[config.mk]
export PLATFORM = sky130hd
export DESIGN_NAME = div_issue_ctrl
export DESIGN_NICKNAME = d
export VERILOG_FILES = /design/src/rtl/div_issue_ctrl.sv
export SDC_FILE = /design/constraint.sdc
export NUM_CORES = 1
export LEC_CHECK = 0
export ABC_CLOCK_PERIOD_IN_PS = 2900
export BUFFER_PORTS_ARGS = -buffer_cell sky130_fd_sc_hd__buf_2
export CORE_MARGIN = 1.5
export CORE_UTILIZATION = 50
export DETAILED_ROUTE_END_ITERATION = 10
export HOLD_SLACK_MARGIN = 0.15
export PLACE_DENSITY = 0.72
export SETUP_SLACK_MARGIN = 0.02
export SYNTH_ARGS = -nofsm -noshare
export SYNTH_HDL_FRONTEND = slang
export SYNTH_SLANG_ARGS = --single-unit
[constraint.sdc]
create_clock -name clk -period 2.9 [get_ports clk]
set_clock_uncertainty 0.1 [all_clocks]
set_input_delay 0.87 -clock clk [delete_from_list [all_inputs] [get_ports clk]]
set_output_delay 0.87 -clock clk [all_outputs]
set_load 0.01 [all_outputs]
[src/rtl/div_issue_ctrl.sv]
// div_issue_ctrl
// Issue/collect stage in front of a combinational unsigned divider.
// Operand pairs are queued in a small FIFO. Each pair is placed on the
// divider inputs from registers and held there for SETTLE cycles. The
// quotient and divide-by-zero flag are then captured and returned over a
// valid/ready result interface.
//
// Ports:
//   clk, rst_n                       clock, asynchronous active-low reset
//   in_valid/in_ready                operand handshake
//   in_dividend/in_divisor           operand pair (WIDTH bits each)
//   div_in1/div_in2                  registered operands to the divider
//   div_out/div_dbz                  divider quotient and divide-by-zero flag
//   res_valid/res_ready              result handshake
//   res_quot/res_dbz                 captured quotient and dbz flag
//   dbz_count                        saturating count of accepted dbz results
//   busy                             FSM active or FIFO non-empty
module div_issue_ctrl #(
  parameter int WIDTH  = 8,
  parameter int DEPTH  = 4,   // power of two, >= 2
  parameter int SETTLE = 1    // >= 1
) (
  input  logic             clk,
  input  logic             rst_n,
  input  logic             in_valid,
  output logic             in_ready,
  input  logic [WIDTH-1:0] in_dividend,
  input  logic [WIDTH-1:0] in_divisor,
  output logic [WIDTH-1:0] div_in1,
  output logic [WIDTH-1:0] div_in2,
  input  logic [WIDTH-1:0] div_out,
  input  logic             div_dbz,
  output logic             res_valid,
  input  logic             res_ready,
  output logic [WIDTH-1:0] res_quot,
  output logic             res_dbz,
  output logic [7:0]       dbz_count,
  output logic             busy
);

  localparam int CNT_W = $clog2(DEPTH + 1);
  localparam int PTR_W = $clog2(DEPTH);
  localparam int SET_W = $clog2(SETTLE + 1);

  typedef enum logic [1:0] {IDLE, ISSUE, HOLD} state_t;

  state_t           r_state;
  logic [CNT_W-1:0] r_count;
  logic [PTR_W-1:0] r_wr_ptr;
  logic [PTR_W-1:0] r_rd_ptr;
  logic [SET_W-1:0] r_settle;
  logic [WIDTH-1:0] r_mem_dividend [DEPTH];
  logic [WIDTH-1:0] r_mem_divisor  [DEPTH];
  logic [WIDTH-1:0] r_div_in1;
  logic [WIDTH-1:0] r_div_in2;
  logic             r_res_valid;
  logic [WIDTH-1:0] r_res_quot;
  logic             r_res_dbz;
  logic [7:0]       r_dbz_count;

  logic w_in_ready;
  logic w_push;
  logic w_pop;

  // Full is judged from the registered count only, so a pop in the same
  // cycle does not reopen the input until the next cycle.
  assign w_in_ready = (r_count != CNT_W'(DEPTH));
  assign w_push     = in_valid && w_in_ready;
  assign w_pop      = (r_state == IDLE) && (r_count != '0);

  // NOTE: the FIFO storage has no reset; only pointers and count define
  // which entries are valid, so stale contents are never observed.
  always_ff @(posedge clk) begin
    if (w_push) begin
      r_mem_dividend[r_wr_ptr] <= in_dividend;
      r_mem_divisor[r_wr_ptr]  <= in_divisor;
    end
  end

  // NOTE: all sequential state uses non-blocking assignments so every
  // register samples the pre-edge values of the others.
  always_ff @(posedge clk or negedge rst_n) begin
    if (!rst_n) begin
      r_count  <= '0;
      r_wr_ptr <= '0;
      r_rd_ptr <= '0;
    end else begin
      // Pointers wrap naturally because DEPTH is a power of two.
      if (w_push) r_wr_ptr <= r_wr_ptr + 1'b1;
      if (w_pop)  r_rd_ptr <= r_rd_ptr + 1'b1;
      if (w_push && !w_pop)      r_count <= r_count + 1'b1;
      else if (!w_push && w_pop) r_count <= r_count - 1'b1;
    end
  end

  always_ff @(posedge clk or negedge rst_n) begin
    if (!rst_n) begin
      r_state     <= IDLE;
      r_settle    <= '0;
      r_div_in1   <= '0;
      r_div_in2   <= '0;
      r_res_valid <= 1'b0;
      r_res_quot  <= '0;
      r_res_dbz   <= 1'b0;
    end else begin
      case (r_state)
        IDLE: begin
          if (w_pop) begin
            r_div_in1 <= r_mem_dividend[r_rd_ptr];
            r_div_in2 <= r_mem_divisor[r_rd_ptr];
            r_settle  <= '0;
            r_state   <= ISSUE;
          end
        end
        ISSUE: begin
          r_settle <= r_settle + 1'b1;
          // Operands have been stable for SETTLE cycles at this edge.
          if (r_settle == SET_W'(SETTLE - 1)) begin
            r_res_quot  <= div_out;
            r_res_dbz   <= div_dbz;
            r_res_valid <= 1'b1;
            r_state     <= HOLD;
          end
        end
        HOLD: begin
          if (res_ready) begin
            r_res_valid <= 1'b0;
            r_state     <= IDLE;
          end
        end
        default: r_state <= IDLE;
      endcase
    end
  end

  always_ff @(posedge clk or negedge rst_n) begin
    if (!rst_n) begin
      r_dbz_count <= '0;
    end else if (r_res_valid && res_ready && r_res_dbz && (r_dbz_count != 8'hFF)) begin
      r_dbz_count <= r_dbz_count + 1'b1;
    end
  end

  assign in_ready  = w_in_ready;
  assign div_in1   = r_div_in1;
  assign div_in2   = r_div_in2;
  assign res_valid = r_res_valid;
  assign res_quot  = r_res_quot;
  assign res_dbz   = r_res_dbz;
  assign dbz_count = r_dbz_count;
  assign busy      = (r_state != IDLE) || (r_count != '0);

endmodule
==> results of run 1 <==
-- critical path: stages (launching register included) --
cell and delay [ps]:
dfrtp_1 460, nor3_2 300, nand2_1 80, buf_2 150
-- power groups by stage --
| stage | Sequential [W] | Combinational [W] | Clock, W |
|---|---|---|---|
| 2_1_floorplan | 0.00247 | 0.00123 | 0 |
| 3_3_place_gp | 0.00244 | 0.00174 | 0 |
| 3_5_place_dp | 0.00246 | 0.00180 | 0 |
| 4_1_cts | 0.00243 | 0.00180 | 0.000885 |
| 5_1_grt | 0.00248 | 0.00195 | 0.000942 |
| 6_report | 0.00242 | 0.00176 | 0.000848 |
-- stage by stage --
step	power [W]	instance area [um^2]	cells	setup WS (ps)	hold slack [ps]
finish	0.00503	4910	431	582	384
global route	0.00537	4910	431	502	419
CTS	0.00512	4910	431	557	391
detailed placement	0.00426	4730	415	441	367
global placement	0.00418	4730	415	490	352
floorplan	0.00371	4280	245	649	382
-- sequential cells by signal (all words and copies together) (netlist names), 3 cells and up --
register	cells
res_quot	8
r_count	3
r_mem_dividend	32
dbz_count	8
div_in2	8
div_in1	8
r_mem_divisor	32
-- final cells by class --
class / instances / area [um^2]
flip-flops and latches: 108 / 3020
clock inverters: 6 / 57.6
well taps: 105 / 131
inverters: 5 / 18.8
clock buffers: 10 / 128
fillers: 644 / 3350
repair buffers: 71 / 373
multi-input cells: 126 / 1180
-- placed cells by master (no fill, tap or decap), types with 9 or more instances in the layout --
cell type   n
buf_2      64
edfxtp_1   64
mux2_2     14
clkbuf_8    9
dfrtp_1    44
nand2_1    38
-- cell families (layout without fill, tap and decap cells) --
family,after synthesis,in the layout,share of synthesized area (%)
flip-flops,108,108,70.7
AND/OR/NAND/NOR,63,63,6.79
multiplexers,38,38,15.6
buffers and inverters,11,92,1.73
AO/OA/AOI/OAI,9,9,1.11
XOR/XNOR,9,9,1.84
adder cells (fa/ha/maj),7,7,2.22
-- metal layers --
| metal | global-route usage (%) | part of all wire [%] | vias up |
|---|---|---|---|
| li1 | - | - | 1054 |
| met1 | 20.1 | 42 | 1114 |
| met2 | 28.2 | 50 | 73 |
| met3 | 4.86 | 6.3 | 13 |
| met4 | 6.50 | 1.8 | 0 |
| met5 | 0 | 0 | - |
-- worst max path at each step --
stage	startpoint	endpoint	slack (ps)
2_1_floorplan	r_state[0]	r_count[1]	650
3_3_place_gp	in_valid	r_count[2]	490
3_5_place_dp	in_valid	r_count[2]	440
4_1_cts	r_count[0]	busy	560
5_1_grt	r_count[0]	busy	500
6_report	r_count[0]	busy	580
==> impl_metrics.yaml, run 1 <==
status:
  outcome: "finished, final reports clean"
timing:
  fin_crit_sh_pct: 79.9
  finalSetupViolCount: 0
  rsz0062_at_grt: "no"
  drv_slew: 0
  slew_headroom_pct: 48.4
  finalHoldViolCount: 0
  worst_slew_pin_slew_ps: 774
  period_minus_slack_ps: 2320
  fmax_mhz: 431
  setup_tns_ps: 0
layout:
  design.final.nets: 357
  syn_to_final_growth_pct: 14.8
  drive_above_1_share_pct: 36.2
  num_antenna_cells: 0
  utilization_pct: 59.5
worst_setup_path:
  cp-start-kind: "flip-flop"
  worst_ep_arrival_time_ps: 1350
  r2r_start: "r_count[0]"
  rr_worst_depth: 9
  r2r_end: "r_count[2]"
  timing.critical_path.to_type: "output pin"
  path_class: "reg2out"
  crit_fanout: 4
  r2r_slack_ps: 740
  crit_required_ps: 1930
drt:
  dr.pass1.iters: 4
  antenna_left: 0
  drt-total-wl_um: 6940
  wire_per_inst_um: 16.1
  drc: 0
  num_vias: 2254
  drtIter0Drc: 96
  via_per_inst: 5.23
clocking:
  clock-sinks: 108
  clock_path_buffers: 2
  clk_latency_ps: 370
  ctsHoldBuffers: 0
  cts_resized: 0
  cts_made_buffers: 9
  htreeDepth: 3
  clk_pin_slew_ps: 100
  root_buffer: "clkbuf_8"
  tritoncts: "done"
  postCtsSetupRepairBufs: 0
global_routing:
  grt_pass1_wl_um: 10900
  grt_start_max_net_pins: 45
  grt_pass1_vias: 2240
  globalRouteOverflowTotal: 0
  antenna_found_initial: 0
  grt_use_total_pct: 16.7
yosys:
  yosysMostFrequentCell: "edfxtp_1"
  synth.distinct_cells: 28
  async_flop_share_pct: 40.7
  synth-seq-cells: 108
  synth_commonest_cells: "edfxtp_1 (64), dfrtp_1 (44), nand2_1 (38)"
  yosys_warnings: 0
  synth_area_leaders: "edfxtp_1 (45%), dfrtp_1 (26%), mux4_1 (4.9%)"
  synth_cells: 245
  netlist_area_um2: 4280
  synth.avg_cell_area_um2: 17.5
  syn_nets: 281
  synth_top_area_cell: "edfxtp_1"
  synth_edf_count: 64
  synth_ff_type: "edfxtp_1"
  ys_seq_area_share_pct: 70.7
  yosysTopAreaCellShare_pct: 44.9
power_and_ir_drop:
  p_clk_share_pct: 16.8
  leakagePower_nw: 2.05
  p_int_w: 0.00338
  p_switching_w: 0.00166
  power.density_nw_per_um2: 1020
  irDropWorstVdd_mv: 0.488
  switching_share_pct: 32.9
  pwr-share-comb_pct: 35.0
  power_frac_seq_pct: 48.1
min_path:
  min_to: "res_quot[3]"
  min_from: "res_quot[3]"
  worstHoldPathCells: 2
  hold_path.class: "reg2reg"
place:
  port_buffers: 64
  place_hpwl_um: 4450
  gp_congestion: 0.710
floorplanning:
  die_w_um: 95.5
  die_y_um: 95.5
  num_rows: 33
  io-pin-count: 65
  core_area_um2: 8260
  start_util_pct: 51.8
  die_area_um2: 9120
flow_run:
  maxCapViolCount: 0
Power figures use the tool's default switching activity.
==> run 2: changes to the inputs <==
Settings changed: ABC_CLOCK_PERIOD_IN_PS 2900 to 2000, PLACE_DENSITY 0.72 to 0.74.
Clock period 2.9 ns to 2 ns, I/O delays scaled along.
==> run 2 against run 1 <==
Effect of this change:
- worst setup slack got worse by 560 ps
- critical path depth did not move
- clock-buffer cell count fell by 1
- combinational power rose by 65%
- non-clock buffer count rose by 15
- design area rose by 4.2%
- utilization rose by 2.5 points
- sequential share of layout area fell by 2.5 points
- cell count rose by 3.2%
- routed wire length rose by 3.9%
- power rose by 55%
- largest cell class unchanged
==> impl_metrics.yaml, run 2 (synthesis results as in run 1) <==
status:
  outcome: "finished, final reports clean"
layout:
  final_cell_mix: "edfxtp_1 (64), buf_2 (63), dfrtp_1 (43)"
  syn_to_final_growth_pct: 19.7
  layout_commonest_cell: "edfxtp_1"
  nFillCells: 608
  design.final.nets: 372
  stdcell_area_um2: 5120
  top_regs: "r_mem_dividend (32), r_mem_divisor (32)"
  num_antenna_cells: 0
  drive_above_1_share_pct: 40.0
place:
  gp_congestion: 0.723
  placed_cell_area_um2: 4830
  place_hpwl_um: 4700
  pre_cts_ws_ps: -81.7
  port_buffers: 64
timing:
  setup_ws_ps: 26.3
  fin_crit_sh_pct: 98.7
  rsz0062_at_grt: "yes"
  setup_tns_ps: 0
  period_minus_slack_ps: 1970
  finalSetupViolCount: 0
  drv_slew: 0
  finalHoldViolCount: 0
  slew_headroom_pct: 64.0
  worst_slew_pin_slew_ps: 539
  fmax_mhz: 507
worst_setup_path:
  worst_ep_arrival_time_ps: 1270
  crit_fanout: 3
  crit_required_ps: 1300
  r2r_start: "r_count[1]"
  rr_worst_depth: 7
  r2r_end: "r_count[1]"
  timing.critical_path.to_type: "output pin"
  path_class: "reg2out"
  r2r_slack_ps: 60
  cp-start-kind: "flip-flop"
  crit_end: "busy"
  cp-startpoint: "r_count[0]"
flow_run:
  maxCapViolCount: 0
power_and_ir_drop:
  power_w: 0.00779
  leakagePower_nw: 2.15
  irDropWorstVdd_mv: 0.826
  power.density_nw_per_um2: 1520
clocking:
  clock_path_buffers: 2
  htreeDepth: 3
  cts_made_buffers: 9
  clk_pin_slew_ps: 100
  clk_latency_ps: 360
  root_buffer: "clkbuf_8"
  clock-sinks: 108
  tritoncts: "done"
min_path:
  hold_path.class: "in2reg"
  min_from: "div_out[1]"
floorplanning:
  die_y_um: 95.5
  start_util_pct: 51.8
  num_rows: 33
  io-pin-count: 65
  die_w_um: 95.5
  die_area_um2: 9120
  core_area_um2: 8260
drt:
  num_vias: 2333
  antenna_left: 0
  via_per_inst: 5.24
  drtIter0Drc: 129
  drc: 0
  wire_per_inst_um: 16.2
  dr.pass1.iters: 4
  drt-total-wl_um: 7220
global_routing:
  globalRouteOverflowTotal: 0
  grt_pass1_vias: 2213
  grt_pass1_wl_um: 11000
  grt_start_max_net_pins: 26
  antenna_found_initial: 0
  grt_use_total_pct: 17.0
-- run 2: cell types whose count changed in the layout (fill, tap and decap cells not counted), sizes merged --
cell / delta
buf: +14
bufinv: +2
inv: -2
clkbuf: -1
dlygate4sd3: +1
-- run 2: layer usage --
layer  part of all wire (%)  global-route usage (%)  wire (um)  up-vias
met4                   0.85                    3.68         61        0
met5                      0                       0          0        -
met1                     44                    20.3       3140     1176
met2                     50                    30.0       3620       60
met3                    5.4                    5.74        393        7
li1                       -                       -          -     1090
-- run 2: what timing repair did --
action,CTS,global route
buffers inserted,5,1
hold endpoints to repair,19,0
gates resized for setup,3,2
hold buffers,1,0
pin swaps,2,3
setup endpoints to repair,4,4
-- run 2: how the worst min path moves through the flow --
stage,endpoint,slack [ps],depth (start not counted)
CTS,res_quot[3],300,3
global route,res_quot[3],300,3
finish,res_quot[1],330,3
floorplan,dbz_count[0],200,0
detailed placement,res_quot[1],360,2
global placement,res_quot[0],350,2
-- run 2: where the power goes --
| part | internal [W] | switching, W | leakage (nW) | total (W) |
|---|---|---|---|---|
| sequential | 0.00309 | 0.000370 | 1.12 | 0.00346 |
| combinational | 0.00154 | 0.00136 | 0.921 | 0.00291 |
| clock | 0.000712 | 0.000714 | 0.110 | 0.00143 |
| total | 0.00534 | 0.00245 | 2.15 | 0.00779 |
-- run 2: per-stage QoR --
| step | hold slack (ps) | utilization [%] | std cells |
|---|---|---|---|
| after detailed placement | 357 | 58.4 | 423 |
| final | 325 | 62.0 | 445 |
| after floorplan | 204 | - | 245 |
| after CTS | 305 | 61.8 | 444 |
| after global placement | 354 | 58.4 | 423 |
| after global routing | 303 | 62.0 | 445 |
-- run 2: final cells by class --
| type | instances | area (um^2) | area share (%) |
|---|---|---|---|
| clock buffer | 9 | 124 | 2.42 |
| sequential | 108 | 3020 | 59.1 |
| inverter | 5 | 21.3 | 0.416 |
| timing repair buffer | 86 | 523 | 10.2 |
| tap | 105 | 131 | 2.57 |
| multi-input combinational | 126 | 1200 | 23.4 |
| clock inverter | 6 | 95.1 | 1.86 |
-- run 2: worst max-delay path: stages, from the launching register on --
cell and delay, ps:
dfrtp_1 430, nor3_4 260, nand2_1 80, buf_2 140
==> run 3: changes to the inputs <==
Settings changed: ABC_CLOCK_PERIOD_IN_PS 2000 to 2200, PLACE_DENSITY 0.74 to 0.72.
Clock period 2 ns to 2.2 ns, I/O delays scaled along.
==> run 3 against run 2 <==
Effect of this change:
- worst hold slack got worse by 57 ps
- sequential power fell by 9.0%
- via count fell by 3.1%
- combinational power fell by 16%
- sequential share of layout area rose by 1.5 points
- critical path depth did not move
- cell count fell by 2.5%
- die area did not move
- worst setup slack improved by 82 ps
- global-route usage fell by 0.47 points
- register-to-register slack improved by 120 ps
- routed wire length fell by 4.8%
- critical path type unchanged
- largest power group unchanged
==> impl_metrics.yaml, run 3 (synthesis results as in run 1) <==
floorplanning:
  io-pin-count: 65
  start_util_pct: 51.8
  die_y_um: 95.5
  die_area_um2: 9120
  num_rows: 33
  die_w_um: 95.5
  core_area_um2: 8260
worst_setup_path:
  worst_ep_arrival_time_ps: 1330
  crit_fanout: 4
  crit_required_ps: 1440
  timing.critical_path.to_type: "output pin"
  cp-start-kind: "flip-flop"
  path_class: "reg2out"
  r2r_slack_ps: 180
layout:
  stdcell_area_um2: 4990
  utilization_pct: 60.4
  final_cell_mix: "buf_2 (64), edfxtp_1 (64), dfrtp_1 (44)"
  design.final.nets: 359
  nFillCells: 647
  drive_above_1_share_pct: 37.2
  top_regs: "r_mem_dividend (32), r_mem_divisor (32)"
  syn_to_final_growth_pct: 16.6
clocking:
  cts_made_buffers: 9
  clk_latency_ps: 360
  tritoncts: "done"
  root_buffer: "clkbuf_8"
  clock-sinks: 108
  postCtsSetupRepairBufs: 0
  clk_pin_slew_ps: 100
  htreeDepth: 3
  cts_resized: 0
  ctsHoldBuffers: 0
  clock_path_buffers: 2
drt:
  route.met2.wl_um: 3470
  drc: 0
  drtIter0Drc: 100
  via_per_inst: 5.21
  drt-total-wl_um: 6870
  dr_wl_met3_um: 447
  routed.top_layer: "met4"
  met1_length_um: 2890
  dr.pass1.iters: 4
  num_vias: 2260
  antenna_left: 0
  wire_per_inst_um: 15.8
timing:
  fmax_mhz: 478
  finalSetupViolCount: 0
  slew_headroom_pct: 62.1
  finalHoldViolCount: 0
  setup_tns_ps: 0
  worst_slew_pin_slew_ps: 567
  rsz0062_at_grt: "yes"
  period_minus_slack_ps: 2090
  fin_crit_sh_pct: 95.1
  setup_ws_ps: 108
  drv_slew: 0
power_and_ir_drop:
  power_w: 0.00686
  power.density_nw_per_um2: 1370
  leakagePower_nw: 2.07
  irDropWorstVdd_mv: 0.656
global_routing:
  globalRouteOverflowTotal: 0
  antenna_found_initial: 1
  grt_use_total_pct: 16.5
  grt_pass1_vias: 2197
  grt_start_max_net_pins: 45
  grt_pass1_wl_um: 10800
min_path:
  hold_path.class: "in2async"
status:
  outcome: "finished, final reports clean"
place:
  placed_cell_area_um2: 4770
  gp_congestion: 0.646
  port_buffers: 64
  place_hpwl_um: 4500
  pre_cts_ws_ps: 36.6
flow_run:
  maxCapViolCount: 0
-- run 3: final cells by class --
cell class              instances  area [um^2]  area share (%)
inverters                       5         21.3           0.426
flip-flops and latches        108         3020            60.6
repair buffers                 73          400            8.03
clock inverters                 6         88.8            1.78
well taps                     105          131            2.63
multi-input cells             126         1190            23.9
clock buffers                  10          128            2.56
diodes                          1         2.50          0.0502
-- run 3: layer usage --
layer	track usage (%)	up-vias
li1	-	1061
met1	18.9	1122
met2	29.0	68
met3	6.14	9
met4	4.78	0
met5	0	-
-- run 3: final timing paths --
check / startpoint / cells past startpoint / end
max in group asynchronous: rst_n / 2 / div_in1[2]
min in group clk: res_quot[4] / 2 / res_quot[4]
min reg2reg: res_quot[4] / 2 / res_quot[4]
max reg2reg: r_count[0] / 9 / r_count[2]
max: r_count[0] / 3 / busy
min: rst_n / 2 / div_in2[5]
-- run 3: worst max-delay path, stage by stage, from the launching register on --
cell and delay (ps):
dfrtp_1 450, nor3_2 310, nand2_1 80, buf_2 140
-- run 3: per-stage QoR --
step,hold WS [ps],instances
6_report,268,434
5_1_grt,312,434
4_1_cts,276,433
3_5_place_dp,357,417
3_3_place_gp,351,417
2_1_floorplan,264,245
-- run 3: power by group --
part | leakage, nW | internal (W) | switching, W
sequential | 1.12 | 0.00281 | 0.000345
clock | 0.105 | 0.000644 | 0.000624
combinational | 0.847 | 0.00127 | 0.00116
total | 2.07 | 0.00472 | 0.00213
